$ cat src/rtl/req_prio_arbiter_if.sv
// Request/grant bundle between the requesters and the arbiter.
// The slave modport is the arbiter side and the master modport is the requester side.
`timescale 1ns/1ps
interface req_prio_arbiter_if #(
  parameter int N  = 8,
  parameter int IW = 3
);
  logic [N-1:0]  req;
  logic [N-1:0]  gnt;
  logic [IW-1:0] gnt_idx;
  logic          gnt_valid;
  logic          timeout;
  logic          busy;

  modport master (output req, input gnt, gnt_idx, gnt_valid, timeout, busy);
  modport slave  (input req, output gnt, gnt_idx, gnt_valid, timeout, busy);
endinterface

$ cat src/rtl/req_prio_arbiter.sv
// Grant-holding arbiter for N requesters.
// It uses highest-index priority, with optional round-robin rotation.
// The owner keeps the grant until it drops its request or until HOLD_MAX cycles
// expire. On expiry the grant is revoked, and the owner stays masked until it
// deasserts its request. Every grant hand-over passes through one idle cycle.
`timescale 1ns/1ps
module req_prio_arbiter #(
  parameter int N        = 8,
  parameter int IW       = 3,
  parameter int RR_EN    = 1,
  parameter int HOLD_MAX = 16
) (
  input  logic              clk,
  input  logic              rst_n,
  req_prio_arbiter_if.slave bus
);

  localparam int            CW       = (HOLD_MAX < 2) ? 1 : $clog2(HOLD_MAX + 1);
  localparam logic [CW-1:0] CNT_SAT  = CW'(HOLD_MAX);
  localparam logic [CW-1:0] CNT_LAST = CW'((HOLD_MAX > 0) ? HOLD_MAX - 1 : 0);
  localparam logic [N-1:0]  ONE      = N'(1);

  typedef enum logic {IDLE = 1'b0, GRANT = 1'b1} state_e;

  state_e        state_q, state_d;
  logic [CW-1:0] cnt_q, cnt_d;
  logic [N-1:0]  mask_q, mask_d;
  logic [N-1:0]  gnt_q, gnt_d;
  logic [IW-1:0] idx_q, idx_d;
  logic [IW-1:0] last_q, last_d;
  logic          gnt_valid_q, gnt_valid_d;
  logic          timeout_q, timeout_d;

  logic [N-1:0]  elig;
  logic [IW-1:0] win;
  logic          below;
  logic          owner_req;

  assign elig      = bus.req & ~mask_q;
  assign owner_req = bus.req[idx_q];

  // Winner select: highest eligible index, or rotating downward from the last owner
  always_comb begin
    win   = '0;
    below = 1'b0;
    if (RR_EN != 0) begin
      // Highest eligible index strictly below the last owner
      for (int i = 0; i < N; i++) begin
        if (elig[i] && (IW'(i) < last_q)) begin
          win   = IW'(i);
          below = 1'b1;
        end
      end
      // Wrap: nothing below last, so take the highest eligible (may be last itself)
      if (!below) begin
        for (int i = 0; i < N; i++) begin
          if (elig[i]) win = IW'(i);
        end
      end
    end else begin
      for (int i = 0; i < N; i++) begin
        if (elig[i]) win = IW'(i);
      end
    end
  end

  // Next-state and output logic for the IDLE/GRANT controller
  always_comb begin
    state_d   = state_q;
    cnt_d     = cnt_q;
    mask_d    = mask_q & bus.req;
    gnt_d     = gnt_q;
    idx_d     = idx_q;
    last_d    = last_q;
    timeout_d = 1'b0;
    unique case (state_q)
      IDLE: begin
        if (|elig) begin
          state_d = GRANT;
          cnt_d   = '0;
          gnt_d   = ONE << win;
          idx_d   = win;
          last_d  = win;
        end
      end
      GRANT: begin
        cnt_d = (cnt_q == CNT_SAT) ? cnt_q : cnt_q + 1'b1;
        // Release has priority over revoke, so a release never raises timeout
        if (!owner_req) begin
          state_d = IDLE;
          gnt_d   = '0;
          idx_d   = '0;
        end else if ((HOLD_MAX != 0) && (cnt_q == CNT_LAST)) begin
          state_d   = IDLE;
          gnt_d     = '0;
          idx_d     = '0;
          timeout_d = 1'b1;
          mask_d    = mask_d | gnt_q;
        end
      end
      default: begin
        state_d = IDLE;
        gnt_d   = '0;
        idx_d   = '0;
      end
    endcase
    gnt_valid_d = |gnt_d;
  end

  // State, grant and bookkeeping registers; reset clears everything immediately
  always_ff @(posedge clk or negedge rst_n) begin
    if (!rst_n) begin
      state_q     <= IDLE;
      cnt_q       <= '0;
      mask_q      <= '0;
      gnt_q       <= '0;
      idx_q       <= '0;
      last_q      <= '0;
      gnt_valid_q <= 1'b0;
      timeout_q   <= 1'b0;
    end else begin
      state_q     <= state_d;
      cnt_q       <= cnt_d;
      mask_q      <= mask_d;
      gnt_q       <= gnt_d;
      idx_q       <= idx_d;
      last_q      <= last_d;
      gnt_valid_q <= gnt_valid_d;
      timeout_q   <= timeout_d;
    end
  end

  assign bus.gnt       = gnt_q;
  assign bus.gnt_idx   = idx_q;
  assign bus.gnt_valid = gnt_valid_q;
  assign bus.timeout   = timeout_q;
  assign bus.busy      = (state_q == GRANT);

endmodule

$ cat src/flat_wrapper.sv
// flat-port wrapper written by rule: the top's interface ports become plain ports
module req_prio_arbiter_flat 
#(
  parameter int N        = 8,
  parameter int IW       = 3,
  parameter int RR_EN    = 1,
  parameter int HOLD_MAX = 16
)
  (clk, rst_n, bus_req, bus_gnt, bus_gnt_idx, bus_gnt_valid, bus_timeout, bus_busy);
  req_prio_arbiter_if #(.N(N), .IW(IW)) bus_i ();
  input  logic clk;
  input  logic rst_n;
  input wire logic [$bits(bus_i.req)-1:0] bus_req;
  output wire logic [$bits(bus_i.gnt)-1:0] bus_gnt;
  output wire logic [$bits(bus_i.gnt_idx)-1:0] bus_gnt_idx;
  output wire logic [$bits(bus_i.gnt_valid)-1:0] bus_gnt_valid;
  output wire logic [$bits(bus_i.timeout)-1:0] bus_timeout;
  output wire logic [$bits(bus_i.busy)-1:0] bus_busy;
  assign bus_i.req = bus_req;
  assign bus_gnt = bus_i.gnt;
  assign bus_gnt_idx = bus_i.gnt_idx;
  assign bus_gnt_valid = bus_i.gnt_valid;
  assign bus_timeout = bus_i.timeout;
  assign bus_busy = bus_i.busy;
  req_prio_arbiter #(.N(N), .IW(IW), .RR_EN(RR_EN), .HOLD_MAX(HOLD_MAX)) u_core (.clk(clk), .rst_n(rst_n), .bus(bus_i));
endmodule
$ cat config.mk
export PLATFORM = sky130hd
export DESIGN_NAME = req_prio_arbiter_flat
export DESIGN_NICKNAME = d
export VERILOG_FILES = /design/src/rtl/req_prio_arbiter_if.sv /design/src/rtl/req_prio_arbiter.sv /design/src/flat_wrapper.sv
export SDC_FILE = /design/constraint.sdc
export NUM_CORES = 1
export LEC_CHECK = 0
export BUFFER_PORTS_ARGS = -buffer_cell sky130_fd_sc_hd__buf_2
export CAP_MARGIN = 0
export CORE_MARGIN = 10
export CORE_UTILIZATION = 55
export CTS_BUF_LIST = sky130_fd_sc_hd__clkbuf_8 sky130_fd_sc_hd__clkbuf_16
export CTS_CLUSTER_DIAMETER = 120
export DETAILED_ROUTE_END_ITERATION = 12
export GPL_TIMING_DRIVEN = 0
export PLACE_DENSITY = 0.77
export SLEW_MARGIN = 40
export SYNTH_ARGS = -nofsm -noshare
export SYNTH_HDL_FRONTEND = slang
export SYNTH_SLANG_ARGS = --single-unit
$ cat constraint.sdc
create_clock -name clk -period 3 [get_ports clk]
set_input_delay 0.6 -clock clk [delete_from_list [all_inputs] [get_ports clk]]
set_output_delay 0.6 -clock clk [all_outputs]
set_load 0.01 [all_outputs]
# [After elaboration in Yosys (flattened, before gate mapping)]
# Index checks and enable logic that the tools add are counted.
[totals] ff_bits=30 input_bits=10 output_inout_bits=14 wordCells=89
[op_classes] add_sub_neg=1 n_lt_le_gt_ge=9 n_eq_ne=5 shift=1 mux=47 bitwise=5 reduce_logical=13
[op_table] cell="two-way mux 3 bit" n=18
[op_table] cell="two-way mux 8 bit" n=6
[op_table] cell="bitwise AND 8 bit" n=2
[op_table] cell="two-way mux 1 bit" n=16
[op_table] cell="case mux 8 bit (2 select lines)" n=1
[op_table] cell="OR reduction 8 bit" n=2
[op_table] cell="< comparator 3 bit, first input constant" n=4
[op_table] cell="two-way mux 5 bit" n=2
[op_table] cell="case mux 5 bit (2 select lines)" n=1
[op_table] cell="logical AND 1 bit" n=8
[op_table] cell="inverter 8 bit" n=1
[op_table] cell="bitwise OR 8 bit" n=1
[op_table] cell="<< shifter 1 x 3 -> 8 bit, first input constant" n=1
[op_table] cell="< comparator 1 x 3 -> 1 bit, first input constant" n=2
[op_table] cell="< comparator 2 x 3 -> 1 bit, first input constant" n=2
[op_table] cell="case mux 3 bit (2 select lines)" n=1
[op_table] cell="AND reduction 2 bit" n=3
[op_table] cell="adder 5 x 1 -> 5 bit, second input constant" n=1
[op_table] cell="== test 5 x 4 -> 1 bit, second input constant" n=1
[op_table] cell="== test 5 bit, second input constant" n=1
[op_table] cell="< comparator 3 x 4 -> 1 bit, second input constant" n=1
[op_table] cell="binary-select mux 1 bit (select 3 bit)" n=1
[op_table] cell="!= test 3 bit, second input constant" n=1
[op_table] cell="!= test 2 x 1 -> 1 bit, second input constant" n=1
[op_table] cell="3 further kinds" n=3

# [Longest topological paths before layout]
# Gate-level depths: netlist of run 1.
[depth] depth_word=23 ltp_mapped=8 mapped_depth_nobuf=7

# [Least setup slack after synthesis of run 1]
# Ideal clock, no wire load.
[synth_path] path_kind="input-to-reg" from="input port bus_req[1]" to="register u_core.gnt_q[2] (netlist: u_core.bus.gnt[2])" setup_ns=0.121 arrival_time_ns=1.847 required_ns=2.879 setup_slack_ns=1.032 stages=6 path_buffers=1 path_cell_list="mux4_1 > mux2_4 > nand3b_4 > o21ai_2 > buf_6 > a22o_1"
[synth_between] elab_chain_len=21 word_cells_on_any_way=32 classes_between="1 x shift; 28 x mux; 1 x bitwise; 2 x reduce/logical"
[synth_lines] element="start, declared" line="flat_wrapper.sv:13" text="input wire logic [$bits(bus_i.req)-1:0] bus_req;"
[synth_lines] element="bitwise AND 8 bit" line="req_prio_arbiter.sv:39" text="assign elig = bus.req & ~mask_q;"
[synth_lines] element="logical AND 1 bit" line="req_prio_arbiter.sv:49" text="if (elig[i] && (IW'(i) < last_q)) begin"
[synth_lines] element="two-way mux 1 bit" line="req_prio_arbiter.sv:49"
[synth_lines] element="two-way mux 3 bit (6 in a row)" line="req_prio_arbiter.sv:49"
[synth_lines] element="two-way mux 3 bit (8 in a row)" line="req_prio_arbiter.sv:57" text="if (elig[i]) win = IW'(i);"
[synth_lines] element="two-way mux 3 bit" line="req_prio_arbiter.sv:55" text="if (!below) begin"
[synth_lines] element="<< shifter 1 x 3 -> 8 bit" line="req_prio_arbiter.sv:81" text="gnt_d = ONE << win;"
[synth_lines] element="two-way mux 8 bit" line="req_prio_arbiter.sv:78" text="if (|elig) begin"
[synth_lines] element="case mux 8 bit (2 select lines) (*)" line="req_prio_arbiter.sv:76" text="unique case (state_q)"
[synth_lines] element="via u_core.gnt_d[2]" line="req_prio_arbiter.sv:28" text="logic [N-1:0] gnt_q, gnt_d;"
[synth_lines] element="end signal, assigned" line="req_prio_arbiter.sv:125" text="gnt_q <= gnt_d;"
[synth_lines] element="end, declared" line="req_prio_arbiter.sv:28"
# The timed path passes the listed nets; every way through them passes the cells marked *. The select of a mux whose other input is x is not followed.
# A chain may end at the register's enable or synchronous reset.

# [Worst setup path after layout of run 1]
[layout_path] from="input port bus_req[0]" to="register u_core.idx_q[0] (netlist: u_core.bus.gnt_idx[0])"
[layout_between] elab_chain_len=13 word_cells_on_any_way=28 classes_between="2 x eq/ne; 22 x mux; 1 x bitwise; 3 x reduce/logical"
[layout_lines] element="bitwise AND 8 bit" line="req_prio_arbiter.sv:39"
[layout_lines] element="logical AND 1 bit" line="req_prio_arbiter.sv:49"
[layout_lines] element="two-way mux 1 bit (8 in a row)" line="req_prio_arbiter.sv:49"
[layout_lines] element="two-way mux 3 bit" line="req_prio_arbiter.sv:55"
[layout_lines] element="two-way mux 3 bit" line="req_prio_arbiter.sv:78"
[layout_lines] element="case mux 3 bit (2 select lines)" line="req_prio_arbiter.sv:76"
[layout_lines] element="end signal, assigned" line="req_prio_arbiter.sv:126" text="idx_q <= idx_d;"
[layout_lines] element="end, declared" line="req_prio_arbiter.sv:29" text="logic [IW-1:0] idx_q, idx_d;"
# Parallel ways exist; a longest one is shown, timed or not. The select of a mux whose other input is x is not followed.

==> results.toml, run 1 <==
[yosys]
synth_edf_count = 0
synth_warnings = 0
syn_inst = 157
avgSynthCellArea_um2 = 10.53
synth_seq_cells = 30
ys.flop_type = "dfrtp_1"
async_reset_ff_share_pct = 100.0
yosysSeqAreaShare_pct = 45.42
syn_area_um2 = 1653
synth_fp_nets = 170
synthDistinctLibCells = 48

[sta]
slew_viol_final = 0
worst_slew_pin_slew_ns = 0.6764
hold_viol_final = 0
timing.final.crit_share_pct = 71.07
fin_tns_setup_ns = 0
rsz0062_at_grt = "no"
period_needed_ns = 2.132
slew_headroom_pct = 54.91
max_freq_mhz = 469.0
finalSetupViolations = 0
finalClockSkew_ns = 0.006045

[global_route]
antenna_found_initial = 0
grt_max_degree = 31
overflow = 0
grt_pass1_wl_um = 6555
first_global_vias = 1357
track_usage_pct = 15.09

[die]
rows = 19
die_height_um = 74.82
pin_count = 24
die_x_um = 74.82
dieArea_um2 = 5598
core_area_um2 = 2805
start_util_pct = 58.92

[outcome]
status = "complete, no violations"

[routing]
drc_errors = 0
vias = 1356
wirelength_um = 4013
drt_first_iter_violations = 117
vias_per_cell = 6.220
first_pass_iters = 4
antenna_left = 0
wl_per_cell_um = 18.41

[run]
maxCapViolCount = 0

[setup_path]
r2r_setup_slack_ns = 0.93
endpoint_kind = "flop"
crit_type = "input port to flop"
crit_end = "u_core.bus.gnt_idx[0]"
r2r_cells = 6
r2r_end = "u_core.bus.gnt_idx[0]"
cp_data_required_time_ns = 3.13
r2r_start = "u_core.mask_q[0]"
arrival_ns = 2.26
path_max_fanout = 6
start_kind = "input port"
cp-startpoint = "bus_req[0]"

[clock_tree]
cts_setup_buffers = 0
postCtsHoldBufs = 0
clockBufferDepth = 2
htree_num_levels = 2
root_buffer = "clkbuf_8"
path_clk_slew_ns = 0.06
cts_tree = "yes"
clock_sinks = 30
clk_latency_ns = 0.28
cts_resized = 0
numCtsBuffers = 5

[finish]
syn_to_final_growth_pct = 14.23
nNetsFinal = 200
fin_cells = 218
n_antenna_cell = 0
layout-drive-gt1-share_pct = 24.06

[power]
p_per_area_nw_per_um2 = 965.8
p_leak_uw = 0.0009529
ir_worst_vdd_mv = 0.5912

[placement]
placement.io_buffers = 23
place_hpwl_um = 3103
placedCellCount = 211
place_congestion = 0.9595

[min_path]
hold_path.class = "input port to asynchronous set/reset pin"
[report_power, final]
part	internal [uW]	switching, uW
registers	524	129
logic	371	513
clock network	152	134
[cells by family after synthesis]
kind of cell | share of synthesized area (%)
muxes | 4.088
AOI/OAI and AO/OA | 23.70
buffers and inverters | 4.391
DFF | 45.42
and+or+nand+nor | 20.14
adders and majority gates | 2.271
[placed cells by master, fill, tap and decap left out, types with 2 or more instances in the layout]
| cell type | count |
|---|---|
| a21o_1 | 8 |
| a21oi_1 | 2 |
| a22o_1 | 12 |
| a22o_2 | 2 |
| and2b_1 | 4 |
| buf_2 | 25 |
| buf_6 | 2 |
| clkbuf_8 | 6 |
| dfrtp_1 | 30 |
| ha_1 | 3 |
| inv_1 | 9 |
| mux4_1 | 2 |
| nand2_1 | 16 |
| nand2b_1 | 2 |
| nand3_1 | 3 |
| nand4_1 | 2 |
| nor2_1 | 10 |
| nor2b_1 | 2 |
| nor3_1 | 4 |
| nor4_1 | 3 |
| o211ai_1 | 3 |
| o21a_1 | 2 |
| o21ai_0 | 9 |
| o21ai_1 | 2 |
[final cells by class]
| type | count | area [um^2] |
|---|---|---|
| fillers | 239 | 917.1 |
| multi-input cells | 115 | 834.6 |
| flip-flops and latches | 30 | 750.7 |
| repair buffers | 23 | 115.1 |
| clock buffers | 5 | 68.82 |
| plain buffers | 5 | 46.29 |
| well taps | 31 | 38.79 |
| inverters | 7 | 26.28 |
| clock inverters | 2 | 7.507 |
[worst min-delay path by stage]
stage	slack (ns)	to
after global routing	0.41	u_core.mask_q[7]
after CTS	0.38	u_core.last_q[2]
after detailed placement	0.49	u_core.mask_q[7]
final	0.36	u_core.bus.busy
after floorplan	0.30	u_core.bus.busy
after global placement	0.49	u_core.mask_q[6]
[stage by stage]
step	area (um^2)	power (uW)	hold slack (ns)	utilization (%)	setup WS [ns]
3_5_place_dp	1812	1534	0.4925	64.59	0.6259
5_1_grt	1888	1943	0.4084	67.31	0.7614
2_1_floorplan	1653	1246	0.3044	-	1.032
4_1_cts	1888	1823	0.3805	67.31	0.9058
6_report	1888	1824	0.3598	67.31	0.8680
3_3_place_gp	1807	1492	0.4873	64.41	0.6610
[state kept, by name, indices dropped and copies added, names as in the netlist]
signal,count
u_core.mask_q,8
u_core.bus.gnt,8
u_core.last_q,3
u_core.bus.gnt_valid,1
u_core.bus.gnt_idx,3
u_core.bus.busy,1
u_core.cnt_q,5
u_core.bus.timeout,1
[critical path, cell delays in order]
cell and delay (ns):
buf_2 0.10, nor2b_1 0.31, o21a_1 0.16, o32a_1 0.26, nor3_1 0.11, o211ai_1 0.53
o21ai_0 0.19
[synth_stat cells (2+ instances only)]
cell	n	share of area (%)
a21o_1	8	3.6
dfrtp_1	30	45
nor4_1	3	1.1
o211ai_1	3	1.4
nor2_1	10	2.3
and2b_1	4	1.8
mux4_1	2	3.2
buf_6	2	1.4
o21a_1	2	0.91
a22o_2	2	1.2
nand2b_1	2	0.76
a21oi_1	2	0.61
o21ai_0	9	2.7
buf_2	2	0.61
a22o_1	12	6.4
o21ai_1	2	0.61
nand2_1	16	3.6
nor2b_1	2	0.76
nand3_1	3	0.91
inv_1	7	1.6
nor3_1	4	1.2
nand4_1	2	0.76
ha_1	3	2.3
[layer usage]
metal	part of all wire (%)	global-route usage, %
met5	0	0
met4	1.3	4.832
met3	8.3	4.862
met2	47	25.05
met1	43	18.12
(Power assumes the default switching activity.)
==> run 2: changes to the inputs <==
CORE_UTILIZATION = 51   (was 55)
PLACE_DENSITY = 0.75   (was 0.77)
clock period = 1.81 ns   (was 3 ns; I/O delays follow)
==> results.toml, run 2 (synthesis results as in run 1) <==
[outcome]
status = "complete, but fails checks"
violations = "negative setup slack"

[sta]
worst_slew_pin_slew_ns = 0.6751
rsz0062_at_grt = "yes"
slew_viol_final = 0
hold_viol_final = 0
fin_tns_setup_ns = -0.3274
slew_headroom_pct = 54.99
whs_ns = 0.1122
final.setup.worst_slack_ns = -0.08190
max_freq_mhz = 528.6
period_needed_ns = 1.892
finalClockSkew_ns = 0.006915
timing.final.crit_share_pct = 104.5
finalSetupViolations = 7

[setup_path]
crit_top_cell = "o21ai_2"
r2r_end = "u_core.bus.gnt[3]"
cpLargestDelayFamily = "compound AO/OA/AOI/OAI gates"
endpoint_kind = "flop"
cp_cell_sequence = "o21ai_2, o21ai_2, a21o_1, o31a_1, nor3_4, a22o_1"
r2r_cells = 6
crit_type = "flop to flop"
start_kind = "flop"
r2r_setup_slack_ns = -0.08
critPathMaxStageDelay_ns = 0.49
arrival_ns = 2.11
critPathSlowestCell = "dfrtp_2"
r2r_start = "u_core.last_q[1]"
cp_num_buf_inv = 0
cp_data_required_time_ns = 2.03
path_max_fanout = 8

[global_route]
antenna_found_initial = 0
overflow = 0
grt_util_met2_pct = 23.95
grt_pass1_wl_um = 7279
track_usage_pct = 15.01
grtUsageMet3_pct = 5.361
first_global_vias = 1443
use_met1_pct = 18.69
grt_max_degree = 31
top_usage_layer = "met2"

[placement]
place_ws_ns = -0.2767
place_hpwl_um = 3156
place_congestion = 0.8627
placement.io_buffers = 23

[die]
die_x_um = 76.93
rows = 20
dieArea_um2 = 5918
die_height_um = 76.93
start_util_pct = 53.70
pin_count = 24
core_area_um2 = 3078

[finish]
nNetsFinal = 213
final_common_cell = "dfrtp_1"
layout-drive-gt1-share_pct = 44.78
final_util_pct = 71.26
multi_input_area_um2 = 969.7
fill_cells = 225
layout_common_cells = "dfrtp_1 (27), buf_2 (23), nand2_1 (12), a22o_1 (12), buf_4 (11)"
syn_to_final_growth_pct = 32.70
regArea_um2 = 754.5
n_antenna_cell = 0

[clock_tree]
clockBufferDepth = 2
root_buffer = "clkbuf_8"
numCtsBuffers = 5
htree_num_levels = 2
path_clk_slew_ns = 0.07
clock_sinks = 30
clk_latency_ns = 0.28
cts_tree = "yes"

[min_path]
hold_path.class = "input port to asynchronous set/reset pin"

[routing]
drt_first_iter_violations = 217
wirelength_um = 4768
antenna_left = 0
wl_per_cell_um = 19.46
drc_errors = 0
vias = 1510
first_pass_iters = 4
vias_per_cell = 6.163

[power]
p_leak_uw = 0.001072
ir_worst_vdd_mv = 1.061
p_per_area_nw_per_um2 = 1699

[run]
maxCapViolCount = 0
[run 2: worst max path at each step]
| stage | slack, ns | start | depth (start not counted) | end |
|---|---|---|---|---|
| after floorplan | -0.002 | u_core.bus.gnt_idx[0] | 6 | u_core.bus.gnt[2] |
| after CTS | -0.02 | u_core.bus.gnt_idx[1] | 6 | u_core.bus.gnt[3] |
| final | -0.08 | u_core.last_q[1] | 6 | u_core.bus.gnt[3] |
| after global routing | -0.15 | u_core.mask_q[2] | 6 | u_core.bus.gnt[5] |
| after detailed placement | -0.28 | bus_req[1] | 7 | u_core.bus.gnt[3] |
| after global placement | -0.29 | bus_req[2] | 7 | u_core.bus.gnt[3] |
[run 2: cell type report]
| type | instances | area share, % |
|---|---|---|
| clock buffers | 6 | 3.765 |
| well taps | 44 | 2.510 |
| clock inverters | 2 | 0.3993 |
| flip-flops and latches | 30 | 34.40 |
| multi-input cells | 115 | 44.21 |
| inverters | 7 | 1.198 |
| repair buffers | 38 | 11.69 |
| plain buffers | 3 | 1.825 |
[run 2: layer usage]
| layer | up-vias | share of wire [%] |
|---|---|---|
| met5 | - | 0 |
| met4 | 0 | 1.9 |
| met3 | 15 | 8.6 |
| met2 | 70 | 50 |
| met1 | 756 | 40 |
| li1 | 669 | - |
[run 2: metrics by stage]
step | instance area (um^2) | power (uW) | cells
after CTS | 2032 | 3384 | 239
after global routing | 2193 | 3969 | 245
after floorplan | 1653 | 2088 | 157
after detailed placement | 1823 | 2561 | 224
final | 2193 | 3727 | 245
after global placement | 1823 | 2503 | 224
[run 2: worst reg2reg max path: stages, from the launching register on]
cell and delay (ns):
dfrtp_2 0.49, o21ai_2 0.22, o21ai_2 0.13, a21o_1 0.19, o31a_1 0.36, nor3_4 0.27
a22o_1 0.17
[run 2: timing repair]
action | in CTS | in global routing
pin swaps | 5 | 13
resized for setup | 16 | 33
hold buffers | 0 | 0
cloned | 1 | 1
setup buffers | 7 | 6
setup endpoints to repair | 25 | 27
[run 2: where the power goes]
part	internal (uW)	switching [uW]
registers	874	279
logic	957	1070
clock network	300	251
total	2130	1600
==> run 3: changes to the inputs <==
RECOVER_POWER = 100   (was unset)
==> results.toml, run 3 (synthesis results as in run 1) <==
[setup_path]
arrival_ns = 2.11
cp_cell_sequence = "o21ai_2, o21ai_2, a21o_1, o31a_1, nor3_4, a22o_1"
r2r_start = "u_core.last_q[1]"
r2r_cells = 6
cp_data_required_time_ns = 2.03
crit_top_cell = "o21ai_2"
endpoint_kind = "flop"
crit_type = "flop to flop"
critPathSlowestCell = "dfrtp_2"
start_kind = "flop"
r2r_setup_slack_ns = -0.08
r2r_end = "u_core.bus.gnt[3]"
critPathMaxStageDelay_ns = 0.49
path_max_fanout = 8

[finish]
final_common_cell = "dfrtp_1"
final_util_pct = 70.49
layout-drive-gt1-share_pct = 37.31
final_cell_area_um2 = 2170
syn_to_final_growth_pct = 31.26
nNetsFinal = 213
fill_cells = 237
n_antenna_cell = 0
layout_common_cells = "dfrtp_1 (27), clkbuf_1 (15), nand2_1 (12), a22o_1 (12), buf_2 (10)"

[power]
p_int_uw = 2091
switching_share_pct = 43.49
p_per_area_nw_per_um2 = 1705
ir_worst_vdd_mv = 1.050
combPwrFrac_pct = 53.7
p_leak_uw = 0.001015
clkPwrFrac_pct = 15.0
p_switching_uw = 1609
p_seq_share_pct = 31.3

[placement]
place_ws_ns = -0.2767
place_congestion = 0.8627
place_hpwl_um = 3156
placement.io_buffers = 23
place_area_um2 = 1823

[die]
dieArea_um2 = 5918
die_height_um = 76.93
core_area_um2 = 3078
start_util_pct = 53.70
rows = 20
pin_count = 24
die_x_um = 76.93

[sta]
period_needed_ns = 1.893
slew_headroom_pct = -6.981
max_freq_mhz = 528.3
worst_slew_pin_slew_ns = 1.605
slew_viol_final = 31
timing.final.crit_share_pct = 104.6
finalClockSkew_ns = 0.007644
hold_viol_final = 0
finalSetupViolations = 8
rsz0062_at_grt = "yes"
final.setup.worst_slack_ns = -0.08279

[routing]
drt_first_iter_violations = 192
wl_per_cell_um = 19.52
antenna_left = 0
vias = 1485
wirelength_um = 4783
vias_per_cell = 6.061
drc_errors = 0
first_pass_iters = 4

[min_path]
whs_endpoint = "u_core.mask_q[6]"
hold_path.class = "input port to flop"
hold_start = "bus_req[6]"
hold_depth = 2

[global_route]
grt_pass1_wl_um = 7279
grt_max_degree = 31
first_global_vias = 1443
overflow = 0
antenna_found_initial = 0
track_usage_pct = 15.01

[outcome]
violations = "max-capacitance violations, max-slew violations, negative setup slack"
status = "complete, but fails checks"

[clock_tree]
clock_sinks = 30
clk_latency_ns = 0.29
numCtsBuffers = 5
htree_num_levels = 2
path_clk_slew_ns = 0.07
cts_tree = "yes"
postCtsHoldBufs = 0
root_buffer = "clkbuf_8"
clockBufferDepth = 2

[run]
maxCapViolCount = 1
-- run 3: what timing repair did --
item,CTS,global route
pin swaps,5,13
gates cloned,1,1
setup buffers,7,6
endpoints found under the setup margin,25,27
gates resized for setup,16,33
-- run 3: how the worst max path moves through the flow --
stage                                from           endpoint  slack, ns  depth (start not counted)
CTS                 u_core.bus.gnt_idx[1]  u_core.bus.gnt[3]      -0.02                          6
finish                   u_core.last_q[1]  u_core.bus.gnt[3]      -0.08                          6
detailed placement             bus_req[1]  u_core.bus.gnt[3]      -0.28                          7
global route             u_core.mask_q[2]  u_core.bus.gnt[5]      -0.15                          6
global placement               bus_req[2]  u_core.bus.gnt[3]      -0.29                          7
floorplan           u_core.bus.gnt_idx[0]  u_core.bus.gnt[2]     -0.002                          6
-- run 3: layout make-up --
type | instances | area, um^2 | share of cell area, %
flip-flops and latches | 30 | 754.5 | 34.78
clock buffers | 6 | 82.58 | 3.806
well taps | 44 | 55.05 | 2.537
plain buffers | 3 | 40.04 | 1.845
multi-input cells | 115 | 969.7 | 44.69
inverters | 7 | 26.28 | 1.211
clock inverters | 2 | 8.758 | 0.4037
repair buffers | 38 | 232.7 | 10.73
-- run 3: power by group through the flow --
stage	logic, uW	clock network [uW]	registers (uW)
floorplan	988	0	1100
global placement	1430	0	1070
detailed placement	1470	0	1090
CTS	1730	555	1100
global route	2160	589	1190
finish	1990	556	1160
-- run 3: metrics by stage --
| stage | total power [uW] | setup TNS (ns) | hold slack (ns) | cells |
|---|---|---|---|---|
| floorplan | 2088 | -0.008321 | 0.06641 | 157 |
| global placement | 2503 | -3.037 | 0.4201 | 224 |
| detailed placement | 2561 | -3.470 | 0.4407 | 224 |
| CTS | 3384 | -0.08305 | 0.1284 | 239 |
| global route | 3931 | -1.214 | 0.3504 | 245 |
| finish | 3700 | -0.3217 | 0.3340 | 245 |
-- run 3: metal layers --
metal | GRT usage (%) | routed length, um
met2 | 23.95 | 2365
met4 | 3.903 | 70
met5 | 0 | 0
met1 | 18.69 | 1946
met3 | 5.361 | 400
-- run 3: worst max-delay path, delay by kind of cell, from the launching register on --
| kind | cells | cell delay, ns |
|---|---|---|
| AND/OR/NAND/NOR | 1 | 0.27 |
| flip-flops | 1 | 0.49 |
| AO/OA/AOI/OAI | 5 | 1.07 |
